==> config.mk <==
export PLATFORM = sky130hd
export DESIGN_NAME = mincore_cpu_flat
export DESIGN_NICKNAME = d
export VERILOG_FILES = /design/src/rtl/mincore_cpu_if.sv /design/src/rtl/mincore_cpu.sv /design/src/flat_wrapper.sv
export SDC_FILE = /design/constraint.sdc
export NUM_CORES = 2
export LEC_CHECK = 0
export CORE_ASPECT_RATIO = 2
export CORE_UTILIZATION = 45
export CTS_BUF_LIST = sky130_fd_sc_hd__clkbuf_8
export DETAILED_ROUTE_END_ITERATION = 7
export HOLD_SLACK_MARGIN = 0.08
export PLACE_DENSITY = 0.59
export SKIP_LAST_GASP = 1
export SYNTH_ARGS = -nofsm -noshare
export SYNTH_HDL_FRONTEND = slang
export SYNTH_SLANG_ARGS = --single-unit
==> constraint.sdc <==
create_clock -name clk -period 50.5 [get_ports clk]
set_input_delay 12.625 -clock clk [delete_from_list [all_inputs] [get_ports clk]]
set_output_delay 12.625 -clock clk [all_outputs]
set_load 0.01 [all_outputs]
==> src/rtl/mincore_cpu_if.sv <==
// Instruction and data memory bus between the core and its memories.
interface mincore_cpu_if #(
    parameter int unsigned ADDR_W = 32,
    parameter int unsigned DATA_W = 32
);
    logic [ADDR_W-1:0] imem_addr;
    logic [DATA_W-1:0] imem_rdata;
    logic [ADDR_W-1:0] dmem_addr;
    logic [DATA_W-1:0] dmem_rdata;
    logic [DATA_W-1:0] dmem_wdata;
    logic              dmem_wenable;
    logic [1:0]        dmem_write_typ;

    modport master (
        output imem_addr,
        input  imem_rdata,
        output dmem_addr,
        input  dmem_rdata,
        output dmem_wdata,
        output dmem_wenable,
        output dmem_write_typ
    );

    modport slave (
        input  imem_addr,
        output imem_rdata,
        input  dmem_addr,
        output dmem_rdata,
        input  dmem_wdata,
        input  dmem_wenable,
        input  dmem_write_typ
    );
endinterface

==> src/rtl/mincore_cpu.sv <==
// Single-cycle RV32I core: fetch, decode, execute and commit in one clk.
module mincore_cpu #(
    parameter int unsigned       ADDR_W   = 32,
    parameter int unsigned       DATA_W   = 32,
    parameter logic [ADDR_W-1:0] RESET_PC = '0
) (
    input  logic           clk,
    input  logic           rst,
    mincore_cpu_if.master  bus
);
    localparam logic [6:0] OP_LUI    = 7'h37;
    localparam logic [6:0] OP_AUIPC  = 7'h17;
    localparam logic [6:0] OP_JAL    = 7'h6f;
    localparam logic [6:0] OP_JALR   = 7'h67;
    localparam logic [6:0] OP_BRANCH = 7'h63;
    localparam logic [6:0] OP_LOAD   = 7'h03;
    localparam logic [6:0] OP_STORE  = 7'h23;
    localparam logic [6:0] OP_IMM    = 7'h13;
    localparam logic [6:0] OP_OP     = 7'h33;

    logic [ADDR_W-1:0] pc;
    logic [DATA_W-1:0] regs [32];

    logic [31:0] instr;
    logic [6:0]  opcode;
    logic [4:0]  rd, rs1, rs2;
    logic [2:0]  funct3;
    logic [DATA_W-1:0] rs1_val, rs2_val;
    logic [DATA_W-1:0] imm_i, imm_s, imm_b, imm_u, imm_j;
    logic [DATA_W-1:0] op_b, alu_res, load_val, rd_val, mem_addr;
    logic [ADDR_W-1:0] pc_plus4, next_pc;
    logic [4:0]  shamt;
    logic        alu_alt, taken, load_ok, rd_we, store_c;

    assign instr  = bus.imem_rdata;
    assign opcode = instr[6:0];
    assign rd     = instr[11:7];
    assign funct3 = instr[14:12];
    assign rs1    = instr[19:15];
    assign rs2    = instr[24:20];

    assign rs1_val = (rs1 == 5'd0) ? '0 : regs[rs1];
    assign rs2_val = (rs2 == 5'd0) ? '0 : regs[rs2];

    assign imm_i = {{20{instr[31]}}, instr[31:20]};
    assign imm_s = {{20{instr[31]}}, instr[31:25], instr[11:7]};
    assign imm_b = {{19{instr[31]}}, instr[31], instr[7], instr[30:25], instr[11:8], 1'b0};
    assign imm_u = {instr[31:12], 12'b0};
    assign imm_j = {{11{instr[31]}}, instr[31], instr[19:12], instr[20], instr[30:21], 1'b0};

    assign pc_plus4 = pc + ADDR_W'(4);

    // Only SRAI among immediate ops takes funct7[5]; OP uses it for SUB and SRA.
    assign op_b    = (opcode == OP_OP) ? rs2_val : imm_i;
    assign shamt   = op_b[4:0];
    assign alu_alt = instr[30] && ((opcode == OP_OP) || (funct3 == 3'b101));

    // Integer ALU shared by OP and OP-IMM.
    always_comb begin
        alu_res = '0;
        case (funct3)
            3'b000: alu_res = alu_alt ? (rs1_val - op_b) : (rs1_val + op_b);
            3'b001: alu_res = rs1_val << shamt;
            3'b010: alu_res = DATA_W'($signed(rs1_val) < $signed(op_b));
            3'b011: alu_res = DATA_W'(rs1_val < op_b);
            3'b100: alu_res = rs1_val ^ op_b;
            3'b101: alu_res = alu_alt ? DATA_W'($signed(rs1_val) >>> shamt) : (rs1_val >> shamt);
            3'b110: alu_res = rs1_val | op_b;
            3'b111: alu_res = rs1_val & op_b;
            default: alu_res = '0;
        endcase
    end

    // Branch condition; funct3 2/3 are reserved and never taken.
    always_comb begin
        taken = 1'b0;
        case (funct3)
            3'b000: taken = (rs1_val == rs2_val);
            3'b001: taken = (rs1_val != rs2_val);
            3'b100: taken = ($signed(rs1_val) < $signed(rs2_val));
            3'b101: taken = ($signed(rs1_val) >= $signed(rs2_val));
            3'b110: taken = (rs1_val < rs2_val);
            3'b111: taken = (rs1_val >= rs2_val);
            default: taken = 1'b0;
        endcase
    end

    // Load extraction from the little-endian read word.
    always_comb begin
        load_val = '0;
        load_ok  = 1'b1;
        case (funct3)
            3'b000: load_val = {{24{bus.dmem_rdata[7]}}, bus.dmem_rdata[7:0]};
            3'b001: load_val = {{16{bus.dmem_rdata[15]}}, bus.dmem_rdata[15:0]};
            3'b010: load_val = bus.dmem_rdata;
            3'b100: load_val = {24'b0, bus.dmem_rdata[7:0]};
            3'b101: load_val = {16'b0, bus.dmem_rdata[15:0]};
            default: load_ok = 1'b0;
        endcase
    end

    // Instruction-level control: next PC, writeback and store request.
    always_comb begin
        next_pc  = pc_plus4;
        rd_we    = 1'b0;
        rd_val   = alu_res;
        store_c  = 1'b0;
        mem_addr = rs1_val + imm_i;
        case (opcode)
            OP_LUI: begin
                rd_we  = 1'b1;
                rd_val = imm_u;
            end
            OP_AUIPC: begin
                rd_we  = 1'b1;
                rd_val = DATA_W'(pc) + imm_u;
            end
            OP_JAL: begin
                rd_we   = 1'b1;
                rd_val  = DATA_W'(pc_plus4);
                next_pc = pc + ADDR_W'(imm_j);
            end
            OP_JALR: begin
                rd_we   = 1'b1;
                rd_val  = DATA_W'(pc_plus4);
                next_pc = ADDR_W'((rs1_val + imm_i) & ~DATA_W'(1));
            end
            OP_BRANCH: begin
                if (taken) next_pc = pc + ADDR_W'(imm_b);
            end
            OP_LOAD: begin
                rd_we  = load_ok;
                rd_val = load_val;
            end
            OP_STORE: begin
                mem_addr = rs1_val + imm_s;
                store_c  = (funct3[2] == 1'b0) && (funct3[1:0] != 2'b11);
            end
            OP_IMM, OP_OP: begin
                rd_we = 1'b1;
            end
            default: ;
        endcase
    end

    assign bus.imem_addr      = pc;
    assign bus.dmem_addr      = ADDR_W'(mem_addr);
    assign bus.dmem_wdata     = rs2_val;
    assign bus.dmem_wenable   = store_c & ~rst;
    assign bus.dmem_write_typ = funct3[1:0];

    // Architectural state commit; x0 is never written.
    always_ff @(posedge clk or posedge rst) begin
        if (rst) begin
            pc <= RESET_PC;
            for (int i = 0; i < 32; i++) regs[i] <= '0;
        end else begin
            pc <= next_pc;
            if (rd_we && (rd != 5'd0)) regs[rd] <= rd_val;
        end
    end
endmodule

==> src/flat_wrapper.sv <==
// flat-port wrapper written by rule: the top's interface ports become plain ports
module mincore_cpu_flat 
#(
    parameter int unsigned       ADDR_W   = 32,
    parameter int unsigned       DATA_W   = 32,
    parameter logic [ADDR_W-1:0] RESET_PC = '0
)
  (clk, rst, bus_imem_addr, bus_imem_rdata, bus_dmem_addr, bus_dmem_rdata, bus_dmem_wdata, bus_dmem_wenable, bus_dmem_write_typ);
  mincore_cpu_if #(.ADDR_W(ADDR_W), .DATA_W(DATA_W)) bus_i ();
  input  logic clk;
  input  logic rst;
  output wire logic [$bits(bus_i.imem_addr)-1:0] bus_imem_addr;
  input wire logic [$bits(bus_i.imem_rdata)-1:0] bus_imem_rdata;
  output wire logic [$bits(bus_i.dmem_addr)-1:0] bus_dmem_addr;
  input wire logic [$bits(bus_i.dmem_rdata)-1:0] bus_dmem_rdata;
  output wire logic [$bits(bus_i.dmem_wdata)-1:0] bus_dmem_wdata;
  output wire logic [$bits(bus_i.dmem_wenable)-1:0] bus_dmem_wenable;
  output wire logic [$bits(bus_i.dmem_write_typ)-1:0] bus_dmem_write_typ;
  assign bus_imem_addr = bus_i.imem_addr;
  assign bus_i.imem_rdata = bus_imem_rdata;
  assign bus_dmem_addr = bus_i.dmem_addr;
  assign bus_i.dmem_rdata = bus_dmem_rdata;
  assign bus_dmem_wdata = bus_i.dmem_wdata;
  assign bus_dmem_wenable = bus_i.dmem_wenable;
  assign bus_dmem_write_typ = bus_i.dmem_write_typ;
  mincore_cpu #(.ADDR_W(ADDR_W), .DATA_W(DATA_W), .RESET_PC(RESET_PC)) u_core (.clk(clk), .rst(rst), .bus(bus_i));
endmodule
Word level (Yosys, flattened, before mapping):

Index checks and enable logic that the tools add are counted.

* register bits after elaboration: 1056
* output and inout bits: 99
* memories kept: 0
* logic and storage cells: 118
* input port bits: 66
* bits in latches: 0
* RAM bits: 0
* memory bits (read-only): 0

* reductions and logical operators: 12
* equal/unequal tests: 19
* div/mod/pow operators: 0
* bitwise logic cells: 9
* add/sub/neg operators: 8
* shifts and indexed selects: 3
* multiply operators: 0
* order comparisons: 10
* mux-type cells: 24

Operators with widths (number)
* 1024-bit bitwise mux: 1
* 32-bit 2-to-1 mux: 12
* 32-bit binary-select mux with 5-bit select: 2
* 32-bit one-hot mux with 8 select lines: 1
* 32-bit adder: 6
* 32-bit demux with 5-bit select: 1
* 32-bit one-hot mux with 5 select lines: 1
* 32-bit < comparator: 4
* 32-bit one-hot mux with 4 select lines: 1
* 32-bit one-hot mux with 3 select lines: 1
* 32-bit >= comparator: 2
* 32-bit by 3-bit adder with 32-bit output (second input constant): 1
* 32-bit AND: 1
* 32-bit equality test: 1
* 32-bit inequality test: 1
* 32-bit bitwise OR: 1
* 32-bit by 5-bit left shift with 32-bit output: 1
* 32-bit by 5-bit right shift with 32-bit output: 1
* 32-bit by 5-bit >>> shifter with 32-bit output: 1
* 32-bit subtractor: 1
* 32-bit XOR: 1
* 7-bit by 6-bit equality test with 1-bit output (second input constant): 3
* 7-bit equality test (second input constant): 3
* 6-bit >= comparator (second input constant): 3
* 21 further kinds: 34

Depth between registers and ports, before layout:

* depth in word-level cells: 11
* mapped depth: 30
* mapped depth without buffers: 21

Worst setup path before layout:

No wires, ideal clock.

* kind: input port to output port
* start: input port bus_imem_rdata[16]
* end: output port bus_dmem_addr[20]
* arrival: 16.771 ns
* required time: 37.875 ns
* cell stages on the path: 24
* buffers on the path: 5
* slack: 21.104 ns
* cells stage by stage: buf_2 buf_6 buf_4 buf_4 buf_2 mux4_2 nand2_1 nand4_1 o2111ai_2 inv_1 ha_1 inv_1 fa_1 inv_1 a21oi_1 o21bai_1 a21o_1 a21o_1 nor2b_1 a21oi_1 a31oi_1 o21ai_0 a21bo_2 xor2_1

* longest elaborated chain between the ends: 7
* elaborated cells between the ends (all ways): 9
* classes of those cells: 2 x add/sub; 5 x mux; 1 x bitwise; 1 x reduce/logical

RTL lines
* start, declared: line flat_wrapper.sv:13 `input wire logic [$bits(bus_i.imem_rdata)-1:0] bus_imem_rdata;`
* 5-bit inverter with 6-bit output (implied by the code): line mincore_cpu.sv:42 `assign rs1_val = (rs1 == 5'd0) ? '0 : regs[rs1];`
* 32-bit binary-select mux with 5-bit select: line mincore_cpu.sv:42
* 32-bit 2-to-1 mux (implied by the code) (2 in a row): line mincore_cpu.sv:42
* 32-bit 2-to-1 mux (*): line mincore_cpu.sv:42
* 32-bit adder, on equally long branches: line mincore_cpu.sv:108, mincore_cpu.sv:136
* 32-bit 2-to-1 mux (*): line mincore_cpu.sv:109 `case (opcode)`
* end, declared: line flat_wrapper.sv:14 `output wire logic [$bits(bus_i.dmem_addr)-1:0] bus_dmem_addr;`

Mark *: on every way between the ends. The rest lies on a longest branch, timed or not. The select of a mux whose other input is x is not followed.

Worst setup path in the final report:

* start: input port bus_imem_rdata[16]
* end: output port bus_dmem_addr[29]

The elaborated chain is that of the path after synthesis.

==> flow_metrics.py <==
metrics = {
    "synth": {
        "syn_area_um2": 72190,
        "syn_inst": 7628,
        "synthFlopType": "dfrtp_1",
        "postSynth.asyncResetShare": 1.000,
        "synth_cell_types": 108,
        "synth_enable_flop_cells": 0,
        "synth_warnings": 0,
        "synth-seq-cells": 1055,
        "syn-num-nets": 7921,
        "ys_seq_area_frac": 0.3657,
        "syn_area_per_cell_um2": 9.464,
    },
    "timing": {
        "setup_viol": 0,
        "min_period_ns": 32.57,
        "skew_ns": 0.1059,
        "hold_viol": 0,
        "tns_ns": 0,
        "period_share": 0.6450,
        "clock.fmax_ghz": 0.03070,
        "maxSlewHeadroom": -0.06155,
        "rsz0062_at_grt": "false",
        "worst_hold_slack_ns": 0.3801,
        "worstMarginPinSlew_ns": 1.592,
        "maxSlewViolCount": 5,
    },
    "floorplanning": {
        "die_w_um": 285.2,
        "io_pins": 165,
        "rows": 207,
        "die_height_um": 568.4,
        "core_region_area_um2": 159000,
        "initial_core_util": 0.4540,
        "dieArea_um2": 162100,
    },
    "critical_path": {
        "critPathKind": "primary input to output port",
        "timing.rr.start": "u_core.regs[6]",
        "r2r-end": "u_core.regs[62]",
        "cp_data_required_time_ns": 37.88,
        "endpoint_kind": "output port",
        "cp.arrival_ns": 19.95,
        "worstPathMaxFanout": 95,
        "r2r_slack_ns": 41.18,
        "r2r_cells": 19,
        "worst_setup_path_start_kind": "primary input",
    },
    "layout": {
        "finalNetCount": 7768,
        "drive_gt1_frac": 0.1558,
        "area_growth_pct": 9.005,
        "multiInputGateArea_um2": 42380,
        "fill_cells": 15136,
        "seqCellArea_um2": 26400,
    },
    "run": {
        "cap_viol_max_count": 2,
    },
    "grt": {
        "grt_max_degree": 179,
        "grtUsageTotal": 0.4361,
        "antenna_found_initial": 25,
        "grt_pass1_vias": 65162,
        "grt_pass1_wl_mm": 497.8,
        "overflow": 0,
    },
    "run_status": {
        "status": "complete, but fails checks",
        "failed_checks": "capacitance limit, slew limit",
    },
    "worst_hold_path": {
        "hp-class": "register to register",
        "holdPathEnd": "u_core.regs[995]",
        "worstHoldStart": "u_core.regs[995]",
        "min_path_cells": 0,
    },
    "clock_network": {
        "clock_latency_ns": 0.91,
        "cts_tree": "yes",
        "root_buffer": "clkbuf_8",
        "cts_max_level": 4,
        "clkSinkCount": 1055,
        "cts_buffer_depth": 4,
        "cts_made_buffers": 164,
        "hold_buffers": 0,
        "cts_setup_buffers": 0,
        "clk_pin_slew_ns": 0.07,
        "cts_resized": 0,
    },
    "drt": {
        "top_layer_used": "met5",
        "drt_pass1_iterations": 7,
        "wirelength_mm": 354.2,
        "postRouteAntennaNets": 0,
        "drt-initial-drc-count": 6362,
        "wl_met1_mm": 115.6,
        "wl_met2_mm": 171.0,
        "met3_length_mm": 25.69,
        "avgViaCountPerCell": 6.710,
        "route.vias.total": 65065,
        "drc_errors": 0,
        "drt-wirelength-per-cell_um": 36.53,
    },
    "power": {
        "p_per_area_nw_per_um2": 29.78,
        "power.leakage_uw": 0.03383,
        "vdd_drop_max_mv": 0.02562,
    },
    "placement": {
        "io_buffers": 163,
        "gp_congestion": 1.091,
        "hpwl_mm": 247.8,
    },
}
## synth_stat cells, drive strengths merged, types with 67 or more instances
cell type  count  share of area
a211oi        73         0.0079
a21o          81         0.0084
a21oi        367          0.025
a221oi        68         0.0085
buf          239          0.021
clkbuf       466          0.025
dfrtp       1055           0.37
ha           220          0.038
inv          180         0.0094
mux2          68          0.011
mux2i        232          0.032
mux4         487           0.15
nand2       1431          0.074
nand3         99         0.0069
nor2         290          0.015
nor3          72         0.0051
o21ai       1218          0.086
o22ai         67         0.0058
xnor2        108          0.013
xor2          70         0.0085
## layout make-up
class | count | share of cell area
Antenna cell | 16 | 0.0005088
Clock buffer | 197 | 0.03445
Clock inverter | 85 | 0.006344
Inverter | 181 | 0.008760
Multi-Input combinational cell | 5687 | 0.5385
Sequential cell | 1055 | 0.3355
Tap cell | 2090 | 0.03323
Timing Repair Buffer | 386 | 0.04269
## cells by family after synthesis
kind of cell / share of synthesized area
AOI/OAI and AO/OA: 0.1920
and+or+nand+nor: 0.1301
DFF: 0.3657
buffers and inverters: 0.05503
muxes: 0.1955
adders and majority gates: 0.04007
xor gates and xnor gates: 0.02159
other: 0.00005194
## critical path, stage by stage
cell and delay, ns:
buf_8 0.39, buf_4 0.74, buf_12 0.54, or3b_1 0.44, o21ai_0 0.23, nor4_1 0.09
nor4_1 0.86, nand2_1 0.37, inv_1 0.38, ha_1 0.42, nand2_1 0.27, nor2_1 0.10
a221oi_1 0.66, o21ai_0 0.21, a21o_1 0.21, a21o_1 0.18, a21oi_1 0.19, xnor2_1 0.17
clkdlybuf4s50_1 0.58
## layer usage
layer | GRT usage | vias to the layer above
li1 | - | 27579
met1 | 0.4555 | 32563
met2 | 0.7195 | 3464
met3 | 0.08954 | 1441
met4 | 0.4298 | 18
met5 | 0 | -
## metrics by stage
step / utilization / setup WS [ns] / area (um^2) / total power (uW) / cells
finish: 0.4949 / 17.93 / 78700 / 2343 / 9697
global route: 0.4947 / 17.71 / 78660 / 2421 / 9684
CTS: 0.4945 / 18.02 / 78650 / 2332 / 9681
detailed placement: 0.4744 / 18.04 / 75430 / 1598 / 9399
global placement: 0.4744 / 18.07 / 75430 / 1593 / 9399
floorplan: - / 8.180 / 72190 / 1338 / 7628
## registers in the layout, summed over array words and instances (netlist names)
| signal | count |
|---|---|
| u_core.bus.imem_addr | 31 |
| u_core.regs | 1024 |
## worst max-delay path by stage
stage                     depth (start not counted)          startpoint  slack [ns]                  endpoint
final                                            19  bus_imem_rdata[16]       17.93         bus_dmem_addr[29]
after detailed placement                         22  bus_imem_rdata[16]       18.04         bus_dmem_addr[20]
after floorplan                                   1                 rst        8.18  u_core.bus.imem_addr[10]
after global placement                           22  bus_imem_rdata[16]       18.07         bus_dmem_addr[20]
after CTS                                        22  bus_imem_rdata[16]       18.02         bus_dmem_addr[20]
after global routing                             22  bus_imem_rdata[16]       17.71         bus_dmem_addr[20]
## layout by cell type, fill, tap and decap left out, types with 49 or more instances in the layout
| cell | count |
|---|---|
| a22oi_1 | 49 |
| nand3_1 | 99 |
| clkbuf_8 | 197 |
| a211oi_1 | 69 |
| buf_4 | 222 |
| a221oi_1 | 65 |
| xor2_1 | 70 |
| ha_1 | 220 |
| nor3_1 | 69 |
| nor2_1 | 281 |
| clkdlybuf4s50_1 | 150 |
| a21oi_1 | 364 |
| inv_1 | 232 |
| xnor2_1 | 108 |
| dfrtp_1 | 1055 |
| mux4_2 | 475 |
| mux2i_1 | 231 |
| nand2_1 | 1399 |
| mux2_2 | 62 |
| o21ai_0 | 1015 |
| a21o_1 | 81 |
| o22ai_1 | 67 |
| o21ai_1 | 161 |
## power breakdown
group	total (uW)	internal, uW	switching, uW
logic	676	236	440
registers	928	879	48.9
clock network	739	378	361
(Power assumes the default switching activity.)
